`src/rtl/prvp_spi_slave_tx.sv`:
```
// prvp_spi_slave_tx: transmit half of the SPI slave datapath.
// Shifts a DATA_W-bit word out MSB-first on sdo0 (single) or sdo3..sdo0 (quad),
// fed by a one-word holding buffer behind a valid/ready port.
// Optional feature macro: PRVP_SPI_SLAVE_TX_UNDERRUN_EN (sticky underrun flag).
module prvp_spi_slave_tx #(
    parameter int DATA_W = 32,
    parameter int CNT_W  = 8
) (
    input  logic              clk,
    input  logic              rstnn,
    input  logic              en_quad_in,
    input  logic [CNT_W-1:0]  counter_in,
    input  logic              counter_in_upd,
    input  logic [DATA_W-1:0] tx_data,
    input  logic              tx_valid,
    output logic              tx_ready,
    output logic              sdo0,
    output logic              sdo1,
    output logic              sdo2,
    output logic              sdo3,
    output logic              sdo_oe,
    output logic              tx_done,
    output logic              underrun
);

    typedef enum logic {IDLE, SHIFT} state_e;

    state_e              state_q, state_d;
    logic [DATA_W-1:0]   sr_q, sr_d;
    logic [DATA_W-1:0]   hb_q, hb_d;
    logic                hb_valid_q, hb_valid_d;
    logic [CNT_W-1:0]    cnt_q, cnt_d;
    logic [CNT_W-1:0]    tgt_q, tgt_d;
    logic                tx_done_q, tx_done_d;

    // Buffer is free whenever it holds no word; a word consumed this cycle
    // only frees the port on the following cycle.
    assign tx_ready = !hb_valid_q;
    assign tx_done  = tx_done_q;

    // State, shift register, holding buffer and counters.
    always_ff @(posedge clk or negedge rstnn) begin
        if (!rstnn) begin
            state_q    <= IDLE;
            sr_q       <= '0;
            hb_q       <= '0;
            hb_valid_q <= 1'b0;
            cnt_q      <= '0;
            tgt_q      <= '0;
            tx_done_q  <= 1'b0;
        end else begin
            state_q    <= state_d;
            sr_q       <= sr_d;
            hb_q       <= hb_d;
            hb_valid_q <= hb_valid_d;
            cnt_q      <= cnt_d;
            tgt_q      <= tgt_d;
            tx_done_q  <= tx_done_d;
        end
    end

    // Next-state logic: buffer accept, word start/restart, shifting and end of word.
    always_comb begin
        state_d    = state_q;
        sr_d       = sr_q;
        hb_d       = hb_q;
        hb_valid_d = hb_valid_q;
        cnt_d      = cnt_q;
        tgt_d      = tgt_q;
        tx_done_d  = 1'b0;

        // Accept only into an empty buffer, so this never collides with a
        // reload that consumes a full buffer.
        if (tx_valid && !hb_valid_q) begin
            hb_d       = tx_data;
            hb_valid_d = 1'b1;
        end

        case (state_q)
            IDLE: begin
                if (counter_in_upd) begin
                    state_d = SHIFT;
                    tgt_d   = counter_in;
                    cnt_d   = '0;
                    if (hb_valid_q) begin
                        sr_d       = hb_q;
                        hb_valid_d = 1'b0;
                    end else begin
                        sr_d = '0;
                    end
                end
            end
            SHIFT: begin
                if (counter_in_upd) begin
                    // Restart abandons the current word without tx_done.
                    state_d = SHIFT;
                    tgt_d   = counter_in;
                    cnt_d   = '0;
                    if (hb_valid_q) begin
                        sr_d       = hb_q;
                        hb_valid_d = 1'b0;
                    end else begin
                        sr_d = '0;
                    end
                end else begin
                    if (en_quad_in) begin
                        sr_d = {sr_q[DATA_W-5:0], 4'b0000};
                    end else begin
                        sr_d = {sr_q[DATA_W-2:0], 1'b0};
                    end
                    if (cnt_q == tgt_q) begin
                        cnt_d     = '0;
                        state_d   = IDLE;
                        tx_done_d = 1'b1;
                    end else begin
                        cnt_d = cnt_q + 1'b1;
                    end
                end
            end
            default: begin
                state_d = IDLE;
            end
        endcase
    end

    // Serial outputs: driven from the shift register MSBs only while shifting.
    always_comb begin
        sdo_oe = 1'b0;
        sdo0   = 1'b0;
        sdo1   = 1'b0;
        sdo2   = 1'b0;
        sdo3   = 1'b0;
        if (state_q == SHIFT) begin
            sdo_oe = 1'b1;
            if (en_quad_in) begin
                {sdo3, sdo2, sdo1, sdo0} = sr_q[DATA_W-1 -: 4];
            end else begin
                sdo0 = sr_q[DATA_W-1];
            end
        end
    end

`ifdef PRVP_SPI_SLAVE_TX_UNDERRUN_EN
    logic underrun_q;
    logic underrun_set;

    // Any start (from IDLE or a restart) with an empty buffer is an underrun.
    assign underrun_set = counter_in_upd && !hb_valid_q;
    assign underrun     = underrun_q;

    // Sticky underrun flag, cleared only by reset.
    always_ff @(posedge clk or negedge rstnn) begin
        if (!rstnn) begin
            underrun_q <= 1'b0;
        end else if (underrun_set) begin
            underrun_q <= 1'b1;
        end
    end
`else
    assign underrun = 1'b0;
`endif

endmodule

```
`config.mk`:
```
export PLATFORM = sky130hd
export DESIGN_NAME = prvp_spi_slave_tx
export DESIGN_NICKNAME = d
export VERILOG_FILES = /design/src/rtl/prvp_spi_slave_tx.sv
export SDC_FILE = /design/constraint.sdc
export NUM_CORES = 1
export LEC_CHECK = 0
export CORE_AREA = 5 5 89 91
export DETAILED_ROUTE_END_ITERATION = 10
export DIE_AREA = 0 0 94 96
export PLACE_DENSITY = 0.8
export SYNTH_ARGS = -nofsm -noshare
export SYNTH_HDL_FRONTEND = slang
export SYNTH_SLANG_ARGS = --single-unit
```
`constraint.sdc`:
```
create_clock -name clk -period 2.6 [get_ports clk]
set_clock_uncertainty 0.1 [all_clocks]
set_input_delay 0.65 -clock clk [delete_from_list [all_inputs] [get_ports clk]]
set_output_delay 0.65 -clock clk [all_outputs]
set_load 0.05 [all_outputs]
```
==> qor.log, run 1 <==
qor: cts.cts_root_buf clkbuf_8
qor: yosys.ys_seq_elements 83
qor: placement.place_hpwl 5390 um
qor: yosys.synth_seq_area_share 0.542
qor: timing.layout_worst_path_cycle_share 0.952
qor: power_and_ir_drop.power.total 3.19 mW
qor: power_and_ir_drop.power.ir.vdd_worst 0.319 mV
qor: timing.fmax 404 MHz
qor: global_route.grt_antenna_before_repair 0
qor: yosys.synthesis.instances 355
qor: drt.routed_wl 7690 um
qor: drt.drtAntennaViolNets 0
qor: layout.drive_above_1_share 0.191
qor: timing.unrepaired_setup_endpoints_after_global_routing no
qor: min_path.min-delay-path-class in -> async
qor: flow_run.cap_violations 0
qor: cts.htree_levels 3
qor: yosys.cell_types_occupying_the_most_area_after_synthesis dfrtp_1 54%, mux2_2 12%, mux2i_1 7.8%
qor: die.boundaryPins 53
qor: layout.area_growth 22.5%
qor: timing.drv_slew 0
qor: yosys.post-synth-top-area-fraction 0.542
qor: cts.cts.repair_timing.setup_buffer_count 0
qor: critical_path.setup.worst_path.class reg -> out
qor: die.placement_rows 31
qor: drt.routed-wl-met3 383 um
qor: cts.cts-root-to-sink-buffers 2
qor: timing.setup-tns-final 0 ns
qor: critical_path.critPathRequiredTime 1.85 ns
qor: drt.drtIter0Drc 142
qor: cts.tritoncts yes
qor: layout.final_common_cell dfrtp_1
qor: placement.place_congestion 0.826
qor: yosys.yosysUniqueCellTypes 28
qor: critical_path.cp_max_fo 4
qor: critical_path.timing.critical_path.from_type flop
qor: cts.count_of_hold_buffers_inserted_by_post_cts_repair 0
qor: cts.worst_setup_hold_path_clk_slew 0.09 ns
qor: placement.portBuffers 51
qor: layout.fin_nets 450
qor: die.start_util 0.543
qor: global_route.first_pass_grt_wire_length 13400 um
qor: layout.final_cells 509
qor: drt.firstDrtPassIters 7
qor: yosys.netlist.top_cell.by_area dfrtp_1
qor: global_route.gr-total-overflow 0
qor: yosys.syn-mean-instance-area 10.8 um^2
qor: power_and_ir_drop.power.density_cell_area 679 nW/um^2
qor: drt.avgRoutedWirePerCell 15.1 um
qor: timing.hold_viol_final 0
qor: drt.remaining_drc_errors 0
qor: timing.timing.final.crit_period 2.47 ns
qor: critical_path.worstSetupEndpointType output port
qor: yosys.yosys_warnings 0
qor: die.core-area 7060 um^2
qor: global_route.grt_start_max_net_pins 36
qor: status.result_of_the_run finished clean
qor: cts.cts-resized-gates 0
qor: placement.placed_cells 492
qor: cts.worstSkewPairLatency 0.35 ns
qor: cts.numClockSinks 83
qor: layout.fillers 565
qor: critical_path.cp.arrival 1.72 ns
qor: critical_path.r2r_setup_slack 0.69 ns
qor: timing.slew-limit-headroom 0.512
qor: drt.vias_per_cell 5.45
qor: layout.layout_common_cells 83 x dfrtp_1, 66 x nand2_1, 60 x o21ai_0
qor: yosys.synth.cell_area 3830 um^2
qor: timing.final-setup-viol-count 0
qor: drt.wl_met1 3410 um
qor: yosys.postSynthNetCount 401
qor: global_route.globalRouteTotalUtil 0.191
qor: drt.top_layer_used met4
qor: die.chipWidth 94 um
qor: cts.numCtsBuffers 9
qor: global_route.first_global_vias 2872
qor: timing.tightestPinTransition 0.729 ns
qor: power_and_ir_drop.power_leakage 2.20 nW
qor: layout.postLayoutCoreUtil 0.666
qor: drt.vias 2774
qor: die.floorplan.die_area 9020 um^2
qor: die.die_y 96 um
qor: drt.routed-wl-met2 3800 um
[final timing paths]
path,from,to,cells past startpoint
max,hb_valid_q$_DFF_PN0_,tx_ready,2
min,rstnn,hb_valid_q$_DFF_PN0_,1
max reg2reg,cnt_q[5]$_DFFE_PN0P_,cnt_q[5]$_DFFE_PN0P_,5
min reg2reg,hb_q[19]$_DFFE_PN0P_,sr_q[19]$_DFFE_PN0P_,2
max in group asynchronous,rstnn,hb_q[12]$_DFFE_PN0P_,2
min in group clk,hb_q[19]$_DFFE_PN0P_,sr_q[19]$_DFFE_PN0P_,2
[area by class of cell]
class | count | area, um^2 | share of cell area
Sequential cell | 83 | 2080 | 0.442
Multi-Input combinational cell | 242 | 1640 | 0.349
Timing Repair Buffer | 62 | 648 | 0.138
Clock buffer | 12 | 135 | 0.0288
Tap cell | 99 | 124 | 0.0264
Clock inverter | 4 | 51.3 | 0.0109
Inverter | 6 | 22.5 | 0.00479
Antenna cell | 1 | 2.50 | 0.000532
[cells by family (layout without fill, tap and decap cells)]
family	after synthesis	in the layout	synth area share
DFF	83	83	0.542
AOI/OAI and AO/OA	73	73	0.107
xor gates and xnor gates	10	10	0.0228
buffers and inverters	30	84	0.0330
adders and majority gates	1	1	0.00326
muxes	70	70	0.196
other	1	2	0.000978
and+or+nand+nor	87	87	0.0956
[worst max-delay path, stage by stage (launching register included)]
cell             delay, ns
dfrtp_1               0.43
inv_1                 0.11
clkdlybuf4s50_1       0.83
[synthesized netlist by cell type, drive strengths merged]
master   n
xor2     8
mux2    40
a21oi    2
clkbuf  12
a211oi   1
nor2b    2
nand3    6
nor2     7
nand2   66
and3     4
mux2i   30
o311ai   1
o31ai    1
nor4     2
inv      6
ha       1
dfrtp   83
xnor2    2
conb     1
buf     12
o21ai   60
a222oi   3
a21o     2
a22o     3
[sequential cells by signal, indices dropped and copies added, names as in the netlist]
| signal | flops |
|---|---|
| hb_q | 32 |
| tgt_q | 8 |
| cnt_q | 8 |
| state_q | 1 |
| tx_done | 1 |
| hb_valid_q | 1 |
| sr_q | 32 |
[where the power goes]
part	switching [mW]	leakage (nW)	internal, mW
combinational	0.291	1.08	0.341
clock	0.450	0.0906	0.445
sequential	0.155	1.03	1.51
[per-layer routing]
metal,vias up,global-route usage
met5,-,0
met4,0,0.0794
met3,7,0.0477
met2,57,0.305
met1,1383,0.250
li1,1327,-
[per-stage QoR]
step                      cell area, um^2  hold WS (ns)  worst slack (ns)
after floorplan                      3840         0.254             0.193
after global placement               4510         0.365             0.312
after detailed placement             4510         0.369             0.280
after CTS                            4700         0.114            0.0885
after global routing                 4700         0.137            0.0188
final                                4700         0.113             0.125
No activity file was read; power rests on OpenSTA's default activity.
==> inputs of run 2 (changes only) <==
--- a/config.mk
+++ b/config.mk
@@ -8,7 +8,8 @@
 export CORE_AREA = 5 5 89 91
 export DETAILED_ROUTE_END_ITERATION = 10
 export DIE_AREA = 0 0 94 96
-export PLACE_DENSITY = 0.8
+export DONT_BUFFER_PORTS = 1
+export PLACE_DENSITY = 0.7
 export SYNTH_ARGS = -nofsm -noshare
 export SYNTH_HDL_FRONTEND = slang
 export SYNTH_SLANG_ARGS = --single-unit
==> qor.log, run 2 (synthesis results as in run 1) <==
qor: timing.layout_worst_path_cycle_share 0.792 [-0.160]
qor: global_route.grt_start_max_net_pins 84 [+130%]
qor: power_and_ir_drop.power.density_cell_area 754 nW/um^2 [+11%]
qor: layout.final_common_cell dfrtp_1
qor: placement.portBuffers 0 [-100%]
qor: critical_path.cp.arrival 1.31 ns [-0.41 ns]
qor: placement.place_congestion 0.783 [-5.2%]
qor: die.chipWidth 94 um [unchanged]
qor: timing.unrepaired_setup_endpoints_after_global_routing no
qor: drt.remaining_drc_errors 0 [unchanged]
qor: die.placement_rows 31 [unchanged]
qor: cts.cts-resized-gates 0 [unchanged]
qor: timing.final-setup-viol-count 0 [unchanged]
qor: layout.antenna_cells_inserted 0 [-1]
qor: drt.routed_wl 7260 um [-5.6%]
qor: layout.drive_above_1_share 0.191 [about the same]
qor: power_and_ir_drop.power_leakage 1.96 nW [-11%]
qor: drt.drtAntennaViolNets 0 [unchanged]
qor: cts.htree_levels 3 [unchanged]
qor: cts.cts.repair_timing.setup_buffer_count 0 [unchanged]
qor: placement.dp_slack 0.602 ns [+0.322 ns]
qor: die.die_y 96 um [unchanged]
qor: timing.slew-limit-headroom 0.626 [+0.114]
qor: min_path.min-delay-path-class in -> async
qor: timing.hold_viol_final 83 [+83]
qor: timing.hold_ws -0.113 ns [-0.226 ns]
qor: timing.tightestPinTransition 0.558 ns [-0.171 ns]
qor: cts.numClockSinks 83 [unchanged]
qor: drt.avgRoutedWirePerCell 16.1 um [+6.7%]
qor: power_and_ir_drop.power.ir.vdd_worst 0.427 mV [+34%]
qor: flow_run.cap_violations 0 [unchanged]
qor: layout.fin_nets 393 [-13%]
qor: timing.timing.final.crit_period 2.06 ns [-0.416 ns]
qor: global_route.globalRouteTotalUtil 0.182 [-0.00910]
qor: status.violations_in_the_final_reports negative hold slack
qor: global_route.first_global_vias 2638 [-8.1%]
qor: critical_path.setup.worst_path.class reg -> out
qor: status.result_of_the_run finished, violations left
qor: critical_path.timing.critical_path.from_type flop
qor: cts.numCtsBuffers 9 [unchanged]
qor: cts.tritoncts yes
qor: timing.drv_slew 0 [unchanged]
qor: cts.cts_root_buf clkbuf_8
qor: cts.cts-root-to-sink-buffers 2 [unchanged]
qor: critical_path.worstSetupEndpointType output port
qor: drt.drtIter0Drc 128 [-9.9%]
qor: drt.firstDrtPassIters 4 [-3]
qor: layout.layout_common_cells 82 x dfrtp_1, 66 x nand2_1, 60 x o21ai_0
qor: drt.vias 2492 [-10%]
qor: global_route.first_pass_grt_wire_length 12800 um [-4.2%]
qor: cts.worstSkewPairLatency 0.35 ns [about the same]
qor: layout.area_growth 7.60%
qor: timing.fmax 486 MHz [+20%]
qor: die.core-area 7060 um^2 [unchanged]
qor: global_route.grt_antenna_before_repair 0 [unchanged]
qor: layout.fillers 615 [+8.8%]
qor: die.floorplan.die_area 9020 um^2 [unchanged]
qor: cts.worst_setup_hold_path_clk_slew 0.08 ns [about the same]
qor: timing.final_critical_path_setup_slack 0.541 ns [+0.416 ns]
qor: placement.place_hpwl 4920 um [-8.8%]
qor: die.start_util 0.543 [unchanged]
qor: layout.top_regs hb_q (32), sr_q (32)
qor: critical_path.critPathRequiredTime 1.85 ns [about the same]
qor: timing.setup-tns-final 0 ns [unchanged]
qor: global_route.gr-total-overflow 0 [unchanged]
qor: critical_path.cp_max_fo 3 [-1]
qor: die.boundaryPins 53 [unchanged]
qor: drt.vias_per_cell 5.54 [+1.6%]
-- run 2: cell type report --
| type | instances | area (um^2) | area share |
|---|---|---|---|
| timing repair buffer | 5 | 50.0 | 0.0121 |
| clock buffer | 14 | 183 | 0.0443 |
| multi-input combinational | 242 | 1640 | 0.397 |
| sequential | 83 | 2080 | 0.504 |
| tap | 99 | 124 | 0.0300 |
| clock inverter | 1 | 30.0 | 0.00728 |
| inverter | 6 | 22.5 | 0.00546 |
-- run 2: where the power goes --
group | total [mW] | switching (mW) | internal, mW
Sequential | 1.66 | 0.152 | 1.51
Combinational | 0.467 | 0.223 | 0.243
Clock | 0.980 | 0.435 | 0.545
-- run 2: final timing paths --
check / start / endpoint / slack [ns] / depth (start not counted)
worst max-delay path: sr_q[28]$_DFFE_PN0P_ / sdo0 / 0.54 / 2
worst min-delay path: rstnn / tgt_q[7]$_DFFE_PN0P_ / -0.11 / 0
worst max register to register: cnt_q[5]$_DFFE_PN0P_ / cnt_q[5]$_DFFE_PN0P_ / 0.73 / 5
worst min register to register: hb_q[16]$_DFFE_PN0P_ / sr_q[16]$_DFFE_PN0P_ / 0.38 / 2
max in group asynchronous: rstnn / hb_q[13]$_DFFE_PN0P_ / 2.36 / 0
min in group clk: counter_in_upd / sr_q[30]$_DFFE_PN0P_ / 0.31 / 1
-- run 2: per-stage QoR --
step	utilization	total power [mW]	std cells	area [um^2]
2_1_floorplan	-	2.06	355	3840
3_3_place_gp	0.554	2.13	435	3910
3_5_place_dp	0.554	2.16	435	3910
4_1_cts	0.585	3.15	450	4130
5_1_grt	0.585	3.31	450	4130
6_report	0.585	3.11	450	4130
-- run 2: metal layers --
metal	up-vias	track usage	part of all wire
li1	1214	-	-
met1	1214	0.237	0.45
met2	55	0.294	0.49
met3	9	0.0493	0.050
met4	0	0.0650	0.014
met5	-	0	0
-- run 2: worst max-delay path, cell delays in order, from the launching register on --
cell	delay, ns
dfrtp_1	0.39
mux2i_1	0.10
nor2b_2	0.47
==> inputs of run 3 (changes only) <==
==> constraint.sdc (replaced) <==
create_clock -name clk -period 1.9 [get_ports clk]
set_clock_uncertainty 0.1 [all_clocks]
set_input_delay 0.475 -clock clk [delete_from_list [all_inputs] [get_ports clk]]
set_output_delay 0.475 -clock clk [all_outputs]
set_load 0.05 [all_outputs]
==> qor.log, run 3 (synthesis results as in run 1) <==
qor: timing.hold_ws -0.278 ns [-0.165 ns]
qor: global_route.grt_start_max_net_pins 84 [unchanged]
qor: drt.avgRoutedWirePerCell 15.4 um [-4.2%]
qor: cts.worst_setup_hold_path_clk_slew 0.08 ns [about the same]
qor: flow_run.cap_violations 0 [unchanged]
qor: placement.place_congestion 0.754 [-3.7%]
qor: critical_path.setup.worst_path.class reg -> out
qor: cts.tritoncts yes
qor: placement.placed_standard_cell_area 3980 um^2 [+1.8%]
qor: die.die_y 96 um [unchanged]
qor: cts.worstSkewPairLatency 0.34 ns [about the same]
qor: die.start_util 0.543 [unchanged]
qor: layout.fillers 599 [-2.6%]
qor: layout.drive_above_1_share 0.209 [+0.0182]
qor: critical_path.cp.arrival 1.22 ns [-0.09 ns]
qor: power_and_ir_drop.internal_power_summed_over_all_cells 2.92 mW [+27%]
qor: die.floorplan.die_area 9020 um^2 [unchanged]
qor: timing.setup-tns-final 0 ns [unchanged]
qor: critical_path.critPathBufInv 1 [+1]
qor: die.placement_rows 31 [unchanged]
qor: power_and_ir_drop.p_clk_frac 0.266 [-0.049]
qor: global_route.gr-total-overflow 0 [unchanged]
qor: timing.final-setup-viol-count 0 [unchanged]
qor: cts.htree_levels 3 [unchanged]
qor: drt.routed_wl 7000 um [-3.6%]
qor: critical_path.cp_max_fo 3 [unchanged]
qor: placement.portBuffers 0 [unchanged]
qor: power_and_ir_drop.seqPwrFrac 0.564 [+0.029]
qor: drt.vias_per_cell 5.53 [-0.14%]
qor: global_route.first_global_vias 2495 [-5.4%]
qor: drt.firstDrtPassIters 5 [+1]
qor: timing.drv_slew 0 [unchanged]
qor: drt.drtAntennaViolNets 0 [unchanged]
qor: cts.cts-root-to-sink-buffers 2 [unchanged]
qor: timing.layout_worst_path_cycle_share 0.944
qor: layout.final_cells 453 [+0.67%]
qor: drt.drtIter0Drc 120 [-6.3%]
qor: power_and_ir_drop.power.ir.vdd_worst 0.465 mV [+9.0%]
qor: critical_path.worstSetupEndpointType output port
qor: critical_path.critical_path.max_stage_delay 0.40 ns [-0.07 ns]
qor: critical_path.critPathRequiredTime 1.32 ns [-0.53 ns]
qor: layout.antenna_cells_inserted 0 [unchanged]
qor: layout.fin_nets 398 [+1.3%]
qor: status.violations_in_the_final_reports negative hold slack
qor: cts.cts_root_buf clkbuf_8
qor: power_and_ir_drop.power.density_cell_area 970 nW/um^2 [+29%]
qor: placement.placed_cells 440 [+1.1%]
qor: die.core-area 7060 um^2 [unchanged]
qor: layout.final_common_cell dfrtp_1
qor: drt.remaining_drc_errors 0 [unchanged]
qor: timing.unrepaired_setup_endpoints_after_global_routing no
qor: layout.layout_common_cells 82 x dfrtp_1, 66 x nand2_1, 60 x o21ai_0
qor: timing.timing.final.crit_period 1.79 ns
qor: timing.fmax 557 MHz
qor: timing.hold_viol_final 83 [unchanged]
qor: critical_path.critical-path-top-delay-family flip-flops
qor: placement.place_hpwl 4770 um [-3.1%]
qor: status.result_of_the_run finished, violations left
qor: layout.stdcell_area 4150 um^2 [+0.52%]
qor: critical_path.path_cells mux2i_1, nor2b_4, buf_12
qor: layout.top_regs hb_q (32), sr_q (32)
qor: drt.vias 2505 [+0.52%]
qor: critical_path.timing.critical_path.from_type flop
qor: die.chipWidth 94 um [unchanged]
qor: cts.numClockSinks 83 [unchanged]
qor: global_route.globalRouteTotalUtil 0.170 [-0.0119]
qor: power_and_ir_drop.power_leakage 1.97 nW [+0.16%]
qor: cts.numCtsBuffers 9 [unchanged]
qor: min_path.min-delay-path-class in -> async
qor: global_route.grt_antenna_before_repair 0 [unchanged]
qor: power_and_ir_drop.p_sw_frac 0.274 [+0.0133]
qor: die.boundaryPins 53 [unchanged]
qor: global_route.first_pass_grt_wire_length 11900 um [-7.0%]
qor: power_and_ir_drop.p_switching 1.10 mW [+36%]
qor: layout.area_growth 8.16%
qor: power_and_ir_drop.power_frac_comb 0.170 [+0.020]
qor: critical_path.slowest_stage dfrtp_1
==> run 3: cell types whose count changed in the layout (fill, tap and decap cells not counted), moves of 2 or more <==
cell / before / now
and3_4: 0 / 3
and3_1: 4 / 1
clkbuf_8: 13 / 10
clkinv_2: 0 / 2
buf_4: 4 / 8
==> run 3: power groups by stage <==
| stage | registers, mW | clock network, mW | logic, mW |
|---|---|---|---|
| 6_report | 2.27 | 1.07 | 0.685 |
| 5_1_grt | 2.31 | 1.18 | 0.766 |
| 4_1_cts | 2.27 | 1.11 | 0.690 |
| 3_5_place_dp | 2.30 | 0 | 0.688 |
| 3_3_place_gp | 2.29 | 0 | 0.667 |
| 2_1_floorplan | 2.24 | 0 | 0.594 |
==> run 3: metrics by stage <==
step	total power, mW	worst slack (ns)	util
2_1_floorplan	2.83	0.0313	-
3_3_place_gp	2.96	0.157	0.564
3_5_place_dp	2.99	0.0666	0.564
4_1_cts	4.08	0.0554	0.586
5_1_grt	4.26	0.0172	0.588
6_report	4.02	0.106	0.588
==> run 3: routing by layer <==
layer / GRT usage / vias to the layer above / routed length, um
met1: 0.228 / 1224 / 3160
li1: - / 1216 / -
met4: 0.0686 / 0 / 117
met2: 0.266 / 56 / 3350
met3: 0.0446 / 9 / 369
met5: 0 / - / 0
==> run 3: path summary, 6_finish.rpt <==
path                                         to                 start  depth (start not counted)  slack (ns)
setup / recovery                           sdo0  sr_q[28]$_DFFE_PN0P_                          3        0.11
hold / removal             tgt_q[7]$_DFFE_PN0P_                 rstnn                          0       -0.28
setup reg to reg           cnt_q[5]$_DFFE_PN0P_  cnt_q[5]$_DFFE_PN0P_                          5        0.14
hold reg to reg            sr_q[22]$_DFFE_PN0P_  hb_q[22]$_DFFE_PN0P_                          2        0.38
max in group asynchronous  hb_q[18]$_DFFE_PN0P_                 rstnn                          0        1.86
min in group clk           sr_q[20]$_DFFE_PN0P_        counter_in_upd                          1        0.15
==> run 3: cell type report <==
| cell class | instances | area, um^2 | share of cell area |
|---|---|---|---|
| timing repair buffer | 10 | 100 | 0.0241 |
| clock inverter | 3 | 17.5 | 0.00422 |
| tap | 99 | 124 | 0.0299 |
| sequential | 83 | 2080 | 0.501 |
| multi-input combinational | 242 | 1670 | 0.402 |
| clock buffer | 10 | 138 | 0.0332 |
| inverter | 6 | 22.5 | 0.00543 |
==> run 3: timing repair <==
item                                    in CTS  in global routing
buffers inserted                             0                  0
resized for setup                            0                  1
endpoints found under the hold margin       83                 83
endpoints found under the setup margin       0                  6
==> run 3: worst register-to-register path, cell delays in order, from the launching register on <==
cell	delay, ns
dfrtp_1	0.44
xor2_1	0.21
nor4_4	0.36
nand2_1	0.15
nand3_1	0.19
o311ai_0	0.16
